==> config.mk <==
export PLATFORM = sky130hd
export DESIGN_NAME = ifu_pcgen
export DESIGN_NICKNAME = d
export VERILOG_FILES = /design/src/rtl/ifu_pcgen.sv
export SDC_FILE = /design/constraint.sdc
export NUM_CORES = 1
export LEC_CHECK = 0
export CAP_MARGIN = 20
export CELL_PAD_IN_SITES_DETAIL_PLACEMENT = 0
export CELL_PAD_IN_SITES_GLOBAL_PLACEMENT = 1
export CORE_MARGIN = 1
export CORE_UTILIZATION = 40
export DETAILED_ROUTE_END_ITERATION = 7
export DONT_BUFFER_PORTS = 1
export PLACE_DENSITY = 0.59
export SLEW_MARGIN = 30
export SYNTH_ARGS = -nofsm -noshare
export SYNTH_HDL_FRONTEND = slang
export SYNTH_SLANG_ARGS = --single-unit
==> constraint.sdc <==
create_clock -name clk -period 7.4 [get_ports clk]
set_input_delay 0.74 -clock clk [delete_from_list [all_inputs] [get_ports clk]]
set_output_delay 0.74 -clock clk [all_outputs]
set_load 0.005 [all_outputs]
==> src/rtl/ifu_pcgen.sv <==
// Fetch PC generator: one outstanding imem request, branch-predicted next PC,
// and an in-order fetch queue feeding decode. Redirect flushes everything.
module ifu_pcgen #(
  parameter logic [31:0] RESET_PC = 32'h0000_0000,
  parameter int          QDEPTH   = 4
) (
  input  logic        clk,
  input  logic        rst,
  output logic [31:0] bp_addr,
  input  logic        bp_hit,
  input  logic        bp_taken,
  input  logic [31:0] bp_paddr,
  input  logic        redirect,
  input  logic [31:0] redirect_pc,
  output logic        imem_req_valid,
  output logic [31:0] imem_req_addr,
  input  logic        imem_req_ready,
  input  logic        imem_rsp_valid,
  input  logic [31:0] imem_rsp_data,
  output logic        dec_valid,
  output logic [31:0] dec_instr,
  output logic [31:0] dec_pc,
  output logic        dec_pred_taken,
  output logic [31:0] dec_pred_target,
  input  logic        dec_ready
);

  localparam int AW = $clog2(QDEPTH);
  localparam int CW = AW + 1;

  typedef enum logic [1:0] {
    S_REQ  = 2'd0,
    S_WAIT = 2'd1,
    S_DROP = 2'd2
  } state_t;

  state_t          r_state;
  state_t          w_next;
  logic [31:0]     r_pc;
  logic [31:0]     r_lat_pc;
  logic            r_lat_tk;
  logic [31:0]     r_lat_tg;
  logic [AW-1:0]   r_wptr;
  logic [AW-1:0]   r_rptr;
  logic [CW-1:0]   r_cnt;

  logic [31:0]     r_q_instr [QDEPTH];
  logic [31:0]     r_q_pc    [QDEPTH];
  logic            r_q_tk    [QDEPTH];
  logic [31:0]     r_q_tg    [QDEPTH];

  logic            w_accept;
  logic            w_pred_tk;
  logic            w_push;
  logic            w_pop;
  logic            w_room;

  assign w_room    = (r_cnt < CW'(QDEPTH));
  assign w_accept  = imem_req_valid && imem_req_ready;
  assign w_pred_tk = bp_hit & bp_taken;
  assign w_push    = (r_state == S_WAIT) && imem_rsp_valid && !redirect;
  assign w_pop     = dec_valid && dec_ready && !redirect;

  always_ff @(posedge clk) begin
    if (rst) r_state <= S_REQ;
    else     r_state <= w_next;
  end

  // A redirect turns an in-flight request into one whose reply is discarded.
  always_comb begin
    w_next = r_state;
    unique case (r_state)
      S_REQ: begin
        if (w_accept) w_next = redirect ? S_DROP : S_WAIT;
      end
      S_WAIT: begin
        if (imem_rsp_valid) w_next = S_REQ;
        else if (redirect)  w_next = S_DROP;
      end
      S_DROP: begin
        if (imem_rsp_valid) w_next = S_REQ;
      end
      default: w_next = S_REQ;
    endcase
  end

  always_comb begin
    bp_addr         = r_pc;
    imem_req_addr   = r_pc;
    imem_req_valid  = (r_state == S_REQ) && w_room && !rst;
    dec_valid       = (r_cnt != '0);
    dec_instr       = r_q_instr[r_rptr];
    dec_pc          = r_q_pc[r_rptr];
    dec_pred_taken  = r_q_tk[r_rptr];
    dec_pred_target = r_q_tg[r_rptr];
  end

  always_ff @(posedge clk) begin
    if (rst) begin
      r_pc <= RESET_PC;
    end else if (redirect) begin
      r_pc <= redirect_pc;
    end else if (w_accept) begin
      r_pc <= w_pred_tk ? bp_paddr : r_pc + 32'd4;
    end
  end

  always_ff @(posedge clk) begin
    if (rst) begin
      r_lat_pc <= '0;
      r_lat_tk <= 1'b0;
      r_lat_tg <= '0;
    end else if (w_accept) begin
      r_lat_pc <= r_pc;
      r_lat_tk <= w_pred_tk;
      r_lat_tg <= w_pred_tk ? bp_paddr : 32'd0;
    end
  end

  always_ff @(posedge clk) begin
    if (rst || redirect) begin
      r_wptr <= '0;
      r_rptr <= '0;
      r_cnt  <= '0;
    end else begin
      if (w_push) r_wptr <= r_wptr + 1'b1;
      if (w_pop)  r_rptr <= r_rptr + 1'b1;
      unique case ({w_push, w_pop})
        2'b10:   r_cnt <= r_cnt + 1'b1;
        2'b01:   r_cnt <= r_cnt - 1'b1;
        default: r_cnt <= r_cnt;
      endcase
    end
  end

  always_ff @(posedge clk) begin
    if (w_push) begin
      r_q_instr[r_wptr] <= imem_rsp_data;
      r_q_pc[r_wptr]    <= r_lat_pc;
      r_q_tk[r_wptr]    <= r_lat_tk;
      r_q_tg[r_wptr]    <= r_lat_tg;
    end
  end

endmodule

==> results of run 1 <==
-- worst reg2reg max path, cell delays in order, from the launching register on --
cell and delay (ns):
dfxtp_1 0.70, ha_1 0.37, nand4_1 0.31, nor4_1 0.77
nand4_1 0.23, mux2i_1 0.17, a221oi_1 0.28
-- synthesized netlist by cell type, types with 8 or more instances --
master / n / area [um2]
xor2_1: 9 / 78.8
buf_2: 21 / 105
and3_1: 8 / 50.1
nand3_1: 43 / 215
inv_1: 13 / 48.8
edfxtp_1: 388 / 11700
buf_4: 34 / 255
nand2_1: 130 / 488
clkbuf_1: 51 / 191
nor3_1: 13 / 65.1
a221oi_1: 13 / 114
dfxtp_1: 108 / 2160
mux4_2: 97 / 2180
a21oi_1: 85 / 425
o21ai_0: 13 / 65.1
nand4_1: 14 / 87.6
nor2_1: 48 / 180
-- layer usage --
metal | wire (um) | up-vias | global-route usage
met3 | 3980 | 80 | 0.0705
met1 | 20800 | 5218 | 0.258
li1 | - | 4589 | -
met2 | 22900 | 330 | 0.311
met4 | 1290 | 4 | 0.0652
met5 | 29 | - | 0
-- metrics by stage --
stage,setup slack [ns],cell area [um2]
3_5_place_dp,4.17,19700
4_1_cts,3.63,21400
6_report,3.77,21500
2_1_floorplan,3.36,19400
5_1_grt,3.51,21500
3_3_place_gp,4.22,19700
-- sequential cells by signal, summed over array words and instances, names as in the netlist, 2 cells and up, named ones only --
signal     count
r_cnt          3
r_q_tk         4
r_q_tg       128
r_q_pc       128
r_q_instr    128
r_wptr         2
r_rptr         2
r_lat_pc      32
r_state        2
bp_addr       32
r_lat_tg      32
-- power by group through the flow --
| stage | Combinational [uW] | Sequential [uW] | Clock (uW) |
|---|---|---|---|
| finish | 110 | 3070 | 2640 |
| global route | 123 | 3070 | 2810 |
| CTS | 112 | 3070 | 2710 |
| detailed placement | 111 | 3130 | 0 |
| global placement | 111 | 3130 | 0 |
| floorplan | 117 | 3090 | 0 |
-- area by class of cell --
class	count	area [um2]	share of cell area
Clock buffer	68	1430	0.0668
Clock inverter	31	315	0.0147
Inverter	14	52.6	0.00245
Multi-Input combinational cell	586	4940	0.230
Sequential cell	496	13800	0.644
Tap cell	615	769	0.0358
Timing Repair Buffer	14	141	0.00659
-- path summary, 6_finish.rpt --
path,to,from
min,r_lat_tg[18]$_SDFFE_PP0P_,rst
max reg2reg,bp_addr[28]$_SDFFE_PP0P_,bp_addr[2]$_SDFFE_PP0P_
min reg2reg,r_lat_pc[22]$_SDFFE_PP0P_,r_lat_pc[22]$_SDFFE_PP0P_
max,dec_pred_target[17],flop
-- kinds of logic after synthesis --
group,synth area share
adder cells (fa/ha/maj),0.00491
buffers and inverters,0.0323
XOR/XNOR,0.00543
AND/OR/NAND/NOR,0.0712
multiplexers,0.117
AO/OA/AOI/OAI,0.0553
flip-flops,0.714
==> flow_summary.json, run 1 <==
{
  "io_buffer_count": 0,
  "hold_path_class": "in2reg",
  "path_cells": "buf_4 > mux4_2",
  "required_ns": 6.66,
  "relSlewSlack": 0.404,
  "drc": 0,
  "antenna_found_initial": 3,
  "layout_min_cycle_time_ns": 3.63,
  "gp_congestion": 0.771,
  "pin_count": 267,
  "rsz0062_at_grt": "false",
  "cap_violations": 0,
  "dieArea_mm2": 0.0493,
  "cp.arrival_ns": 2.89,
  "path_depth": 2,
  "insertion_delay_ns": 0.59,
  "power.switching_uw": 1200,
  "hold_path_depth": 1,
  "post-cts-setup-buffers": 0,
  "p_per_area_mw_per_mm2": 271,
  "numCtsBuffers": 53,
  "nFillCells": 4166,
  "cp_top_family": "flip-flops",
  "synth_cell_types": 62,
  "core-area_mm2": 0.0477,
  "layout_commonest_cell": "edfxtp_1",
  "total_power_uw": 5820,
  "final_cell_mix": "388 x edfxtp_1, 129 x nand2_1, 106 x dfxtp_1",
  "syn_area_mm2": 0.0194,
  "overflow": 0,
  "clock_sinks": 496,
  "yosysSeqAreaShare": 0.714,
  "worst-r2r-cell-count": 6,
  "area_delta_synth_final_pct": 10.9,
  "wl_per_cell_um": 26.9,
  "start_util": 0.405,
  "fin_skew_ns": 0.0185,
  "ctsResizeCount": 0,
  "reg2reg_slack_ns": 4.48,
  "num-nets-final": 1276,
  "first_pass_iters": 5,
  "finish.utilization": 0.450,
  "setup_tns_ns": 0,
  "tightest_slew_ns": 0.894,
  "dp.cells": 1724,
  "track_usage": 0.199,
  "yosysWarnings": 0,
  "grt_start_max_net_pins": 103,
  "clk_path_buf_depth": 3,
  "vias": 10200,
  "syn_area_per_cell_um2": 16.0,
  "whs_ns": 0.215,
  "drive_gt1_frac": 0.170,
  "synth_edf_count": 388,
  "power.leakage_uw": 0.00705,
  "slew_viol_final": 0,
  "root_buffer": "clkbuf_16",
  "critPathLaunchType": "flop",
  "cts_tree": "yes",
  "syn-instance-count": 1207,
  "async_flop_share": 0,
  "viasPerCell": 5.60,
  "cts-htree-levels": 2,
  "path_class": "reg2out",
  "final-hold-violation-count": 0,
  "setup_violations": 0,
  "first_iter_violations": 652,
  "cp_slowest_stage_delay_ns": 0.83,
  "antenna_left": 0,
  "grt_pass1_wl_um": 71300,
  "grt_pass1_vias": 10300,
  "die_w_um": 222,
  "end_kind": "output port",
  "p_seq_frac": 0.527,
  "period_share": 0.491,
  "wl_um": 49000,
  "combPwrFrac": 0.019,
  "swShare": 0.206,
  "outcome": "finished, final reports clean",
  "peakVddDrop_uv": 173,
  "internal_power_uw": 4620,
  "critPathSlowestCell": "dfxtp_4",
  "die_y_um": 222,
  "dpl.hpwl_um": 31000,
  "hold_buffers": 0,
  "synth_seq_cells": 496,
  "cts.clk_slew.worst_paths_ns": 0.06,
  "critical_path_buf_inv_count": 1,
  "antennaDiodeCount": 0,
  "worstPathMaxFanout": 36,
  "synth_nets": 1318,
  "pwr-share-clk": 0.454,
  "final_cells": 1824,
  "synth_flop_cell": "edfxtp_1",
  "rows": 80,
  "fmax_ghz": 0.275
}
No activity file was read; power rests on OpenSTA's default activity.
==> inputs of run 2 (changes only) <==
clock period = 3.7 ns   (was 7.4 ns; I/O delays follow)
==> flow_summary.json, run 2 (synthesis results as in run 1) <==
{
  "die_y_um": 222,
  "place_area_mm2": 0.0199,
  "final-hold-violation-count": 0,
  "wl_um": 51500,
  "worst-r2r-cell-count": 6,
  "worstPathMaxFanout": 10,
  "hold_path_class": "in2reg",
  "peakVddDrop_uv": 283,
  "end_kind": "flop",
  "outcome": "finished, final reports clean",
  "path_class": "reg2reg",
  "cp_slowest_stage_delay_ns": 0.65,
  "place_ws_ns": 0.995,
  "tightest_slew_ns": 0.886,
  "num-nets-final": 1377,
  "insertion_delay_ns": 0.59,
  "cp.arrival_ns": 3.35,
  "hold_path_depth": 2,
  "critical_path_buf_inv_count": 1,
  "drc": 0,
  "cts-htree-levels": 2,
  "final_cells": 1930,
  "slew_viol_final": 0,
  "antenna_found_initial": 8,
  "setup_violations": 0,
  "viasPerCell": 5.57,
  "relSlewSlack": 0.409,
  "core-area_mm2": 0.0477,
  "finish.utilization": 0.471,
  "gp_congestion": 0.806,
  "hp-start": "redirect_pc[7]",
  "io_buffer_count": 0,
  "setup_tns_ns": 0,
  "dpl.hpwl_um": 32600,
  "vias": 10700,
  "track_usage": 0.209,
  "layout_min_cycle_time_ns": 2.83,
  "die_w_um": 222,
  "first_iter_violations": 800,
  "clock_sinks": 496,
  "critPathSlowestCell": "dfxtp_1",
  "final_cell_area_mm2": 0.0225,
  "cts_tree": "yes",
  "cap_violations": 0,
  "area_delta_synth_final_pct": 16.1,
  "dp.cells": 1733,
  "numCtsBuffers": 51,
  "antenna_left": 0,
  "grt_pass1_vias": 10900,
  "rsz0062_at_grt": "false",
  "startpoint": "bp_addr[7]$_SDFFE_PP0P_",
  "overflow": 0,
  "grt_start_max_net_pins": 98,
  "holdPathEnd": "bp_addr[7]$_SDFFE_PP0P_",
  "grt_pass1_wl_um": 74900,
  "first_pass_iters": 5,
  "path_cells": "nand3_1 > nor4_4 > nand2_1 > xnor2_1 > a311oi_1 > dlygate4sd3_1",
  "root_buffer": "clkbuf_16",
  "power.leakage_uw": 0.00745,
  "top_regs": "r_q_instr (128), r_q_pc (128), r_q_tg (128)",
  "critPathLaunchType": "flop",
  "cp_top_family": "simple AND/OR/NAND/NOR gates",
  "wl_per_cell_um": 26.7,
  "start_util": 0.405,
  "layout_commonest_cell": "edfxtp_1",
  "final_cell_mix": "388 x edfxtp_1, 129 x nand2_1, 106 x dfxtp_1",
  "fmax_ghz": 0.354,
  "cts.clk_slew.worst_paths_ns": 0.06,
  "fin_skew_ns": 0.0203,
  "period_share": 0.764,
  "drive_gt1_frac": 0.158,
  "dieArea_mm2": 0.0493,
  "clk_path_buf_depth": 3,
  "reg2reg_slack_ns": 0.87,
  "r2r_start": "bp_addr[7]$_SDFFE_PP0P_",
  "rows": 80,
  "p_per_area_mw_per_mm2": 510,
  "fin_ws_ns": 0.873,
  "required_ns": 4.22,
  "nFillCells": 4136,
  "pin_count": 267,
  "r2r-end": "bp_addr[23]$_SDFFE_PP0P_"
}
## run 2: changes by cell type in the layout (fill, tap and decap cells not counted), sizes merged
| cell | previous run | this run |
|---|---|---|
| inv | 13 | 14 |
| dlygate4sd3 | 0 | 93 |
| clkinv | 21 | 8 |
| bufinv | 6 | 3 |
| diode | 0 | 8 |
| clkbuf | 68 | 82 |
| buf | 14 | 24 |
| clkinvlp | 5 | 1 |
## run 2: power by group
group          leakage (uW)  switching, uW  internal (uW)
registers           0.00482            124           6020
logic               0.00186            201            153
clock network      0.000775           2070           2910
total               0.00745           2390           9080
## run 2: metal layers
layer	global-route usage	vias to the layer above	part of all wire
li1	-	4811	-
met1	0.269	5505	0.41
met2	0.338	364	0.48
met3	0.0716	66	0.085
met4	0.0565	2	0.020
met5	0	-	0.00025
## run 2: worst max path at each step
stage	endpoint	slack (ns)	cells after the start
global placement	bp_addr[28]$_SDFFE_PP0P_	1.09	6
finish	bp_addr[23]$_SDFFE_PP0P_	0.87	6
CTS	dec_pc[3]	0.80	2
floorplan	r_q_instr[0][0]$_DFFE_PP_	0.03	4
detailed placement	bp_addr[28]$_SDFFE_PP0P_	0.99	6
global route	bp_addr[23]$_SDFFE_PP0P_	0.64	6
## run 2: timing repair
action | CTS | global route
buffers inserted | 0 | 0
resized for setup | 0 | 0
hold buffers | 95 | 0
endpoints found under the hold margin | 226 | 0
## run 2: layout make-up
cell class / instances / area, um2 / share of cell area
flip-flops and latches: 496 / 13800 / 0.615
repair buffers: 117 / 1270 / 0.0565
clock inverters: 12 / 141 / 0.00629
multi-input cells: 586 / 4940 / 0.220
clock buffers: 82 / 1460 / 0.0651
well taps: 615 / 769 / 0.0342
inverters: 14 / 52.6 / 0.00234
diodes: 8 / 20.0 / 0.000891
## run 2: stage by stage
| step | hold WS [ns] | power, uW |
|---|---|---|
| after floorplan | 0.459 | 6420 |
| after global placement | 0.452 | 6480 |
| after detailed placement | 0.456 | 6490 |
| after CTS | 0.00208 | 11600 |
| after global routing | 0.0192 | 11800 |
| final | 0.0358 | 11500 |
==> inputs of run 3 (changes only) <==
clock period = 2.85 ns   (was 3.7 ns; I/O delays follow)
==> flow_summary.json, run 3 (synthesis results as in run 1) <==
{
  "numCtsBuffers": 53,
  "relSlewSlack": 0.494,
  "place_area_mm2": 0.0201,
  "cts-htree-levels": 2,
  "final_cell_mix": "388 x edfxtp_1, 129 x nand2_1, 109 x dlygate4sd3_1",
  "antenna_found_initial": 7,
  "critical_path_buf_inv_count": 2,
  "final-hold-violation-count": 0,
  "power.leakage_uw": 0.00776,
  "p_per_area_mw_per_mm2": 671,
  "tightest_slew_ns": 0.759,
  "grt_pass1_vias": 11000,
  "outcome": "finished, final reports clean",
  "total_power_uw": 15500,
  "final_cell_area_mm2": 0.0230,
  "layout_min_cycle_time_ns": 2.74,
  "end_kind": "flop",
  "cp_top_family": "simple AND/OR/NAND/NOR gates",
  "wl_per_cell_um": 26.3,
  "die_y_um": 222,
  "num-nets-final": 1422,
  "required_ns": 3.38,
  "hold_path_class": "in2reg",
  "grt_start_max_net_pins": 100,
  "fmax_ghz": 0.364,
  "clk_path_buf_depth": 3,
  "overflow": 0,
  "antenna_left": 0,
  "core-area_mm2": 0.0477,
  "place_ws_ns": 0.671,
  "cts_tree": "yes",
  "layout_commonest_cell": "edfxtp_1",
  "vias": 10900,
  "pin_count": 267,
  "first_pass_iters": 5,
  "worstPathMaxFanout": 35,
  "viasPerCell": 5.50,
  "io_buffer_count": 0,
  "post-cts-setup-buffers": 0,
  "track_usage": 0.211,
  "rsz0062_at_grt": "false",
  "cts.clk_slew.worst_paths_ns": 0.06,
  "dp.cells": 1760,
  "fin_ws_ns": 0.106,
  "gp_congestion": 0.844,
  "path_cells": "nor4_4 > and2_4 > buf_4 > a21oi_1 > a211o_1 > a21oi_1 > dlygate4sd3_1",
  "drive_gt1_frac": 0.179,
  "critPathSlowestCell": "dlygate4sd3_1",
  "wl_um": 52000,
  "crit_path_frequent_cell": "a21oi_1",
  "die_w_um": 222,
  "cp_slowest_stage_delay_ns": 0.56,
  "setup_tns_ns": 0,
  "drc": 0,
  "insertion_delay_ns": 0.60,
  "top_regs": "r_q_instr (128), r_q_pc (128), r_q_tg (128)",
  "fin_skew_ns": 0.0236,
  "setup_violations": 0,
  "cp.arrival_ns": 3.27,
  "start_util": 0.405,
  "path_class": "reg2reg",
  "dpl.hpwl_um": 32600,
  "first_iter_violations": 779,
  "area_delta_synth_final_pct": 19.1,
  "slew_viol_final": 0,
  "grt_pass1_wl_um": 75900,
  "period_share": 0.963,
  "dieArea_mm2": 0.0493,
  "final_cells": 1980,
  "cap_violations": 0,
  "critPathLaunchType": "flop",
  "peakVddDrop_uv": 452,
  "root_buffer": "clkbuf_16",
  "rows": 80,
  "clock_sinks": 496
}
run 3: changes by cell type in the layout (fill, tap and decap cells not counted), sizes merged:
cell	change
buf	+27
dlygate4sd3	+16
clkinv	+5
bufinv	+2
clkbuf	-2
diode	+2
run 3: metrics by stage:
step / util / hold slack (ns)
after floorplan: - / 0.384
after global placement: 0.421 / 0.365
after detailed placement: 0.421 / 0.366
after CTS: 0.482 / 0.0134
after global routing: 0.483 / 0.0505
final: 0.483 / 0.0435
run 3: final timing paths:
check                                 start                         to  slack, ns  cells after the start
hold / removal                 bp_paddr[21]   bp_addr[21]$_SDFFE_PP0P_       0.04                      2
hold reg to reg   r_lat_pc[16]$_SDFFE_PP0P_  r_lat_pc[16]$_SDFFE_PP0P_       0.49                      2
setup / recovery    r_state[0]$_SDFFE_PP0P_    bp_addr[5]$_SDFFE_PP0P_       0.11                      7
setup reg to reg    r_state[0]$_SDFFE_PP0P_    bp_addr[5]$_SDFFE_PP0P_       0.11                      7
run 3: area by class of cell:
class,count,area [um2]
fillers,4075,24700
clock buffers,80,1550
multi-input cells,586,4940
clock inverters,19,230
well taps,615,769
inverters,14,52.6
flip-flops and latches,496,13800
repair buffers,160,1660
diodes,10,25.0
run 3: timing repair:
item / CTS / global route
resized for setup: 0 / 1
endpoints found under the hold margin: 231 / 0
endpoints found under the setup margin: 0 / 2
hold buffers: 111 / 0
run 3: layer usage:
layer / routed length [um] / global-route usage / part of all wire
met2: 24500 / 0.330 / 0.47
met3: 4600 / 0.0749 / 0.088
met5: 0 / 0 / 0
met4: 1140 / 0.0616 / 0.022
met1: 21700 / 0.277 / 0.42
run 3: where the power goes:
group / internal (uW) / switching (uW) / total [uW] / leakage, uW
Clock: 4200 / 2750 / 6950 / 0.000867
Combinational: 241 / 349 / 590 / 0.00207
Sequential: 7810 / 101 / 7910 / 0.00482
Total: 12300 / 3200 / 15500 / 0.00776
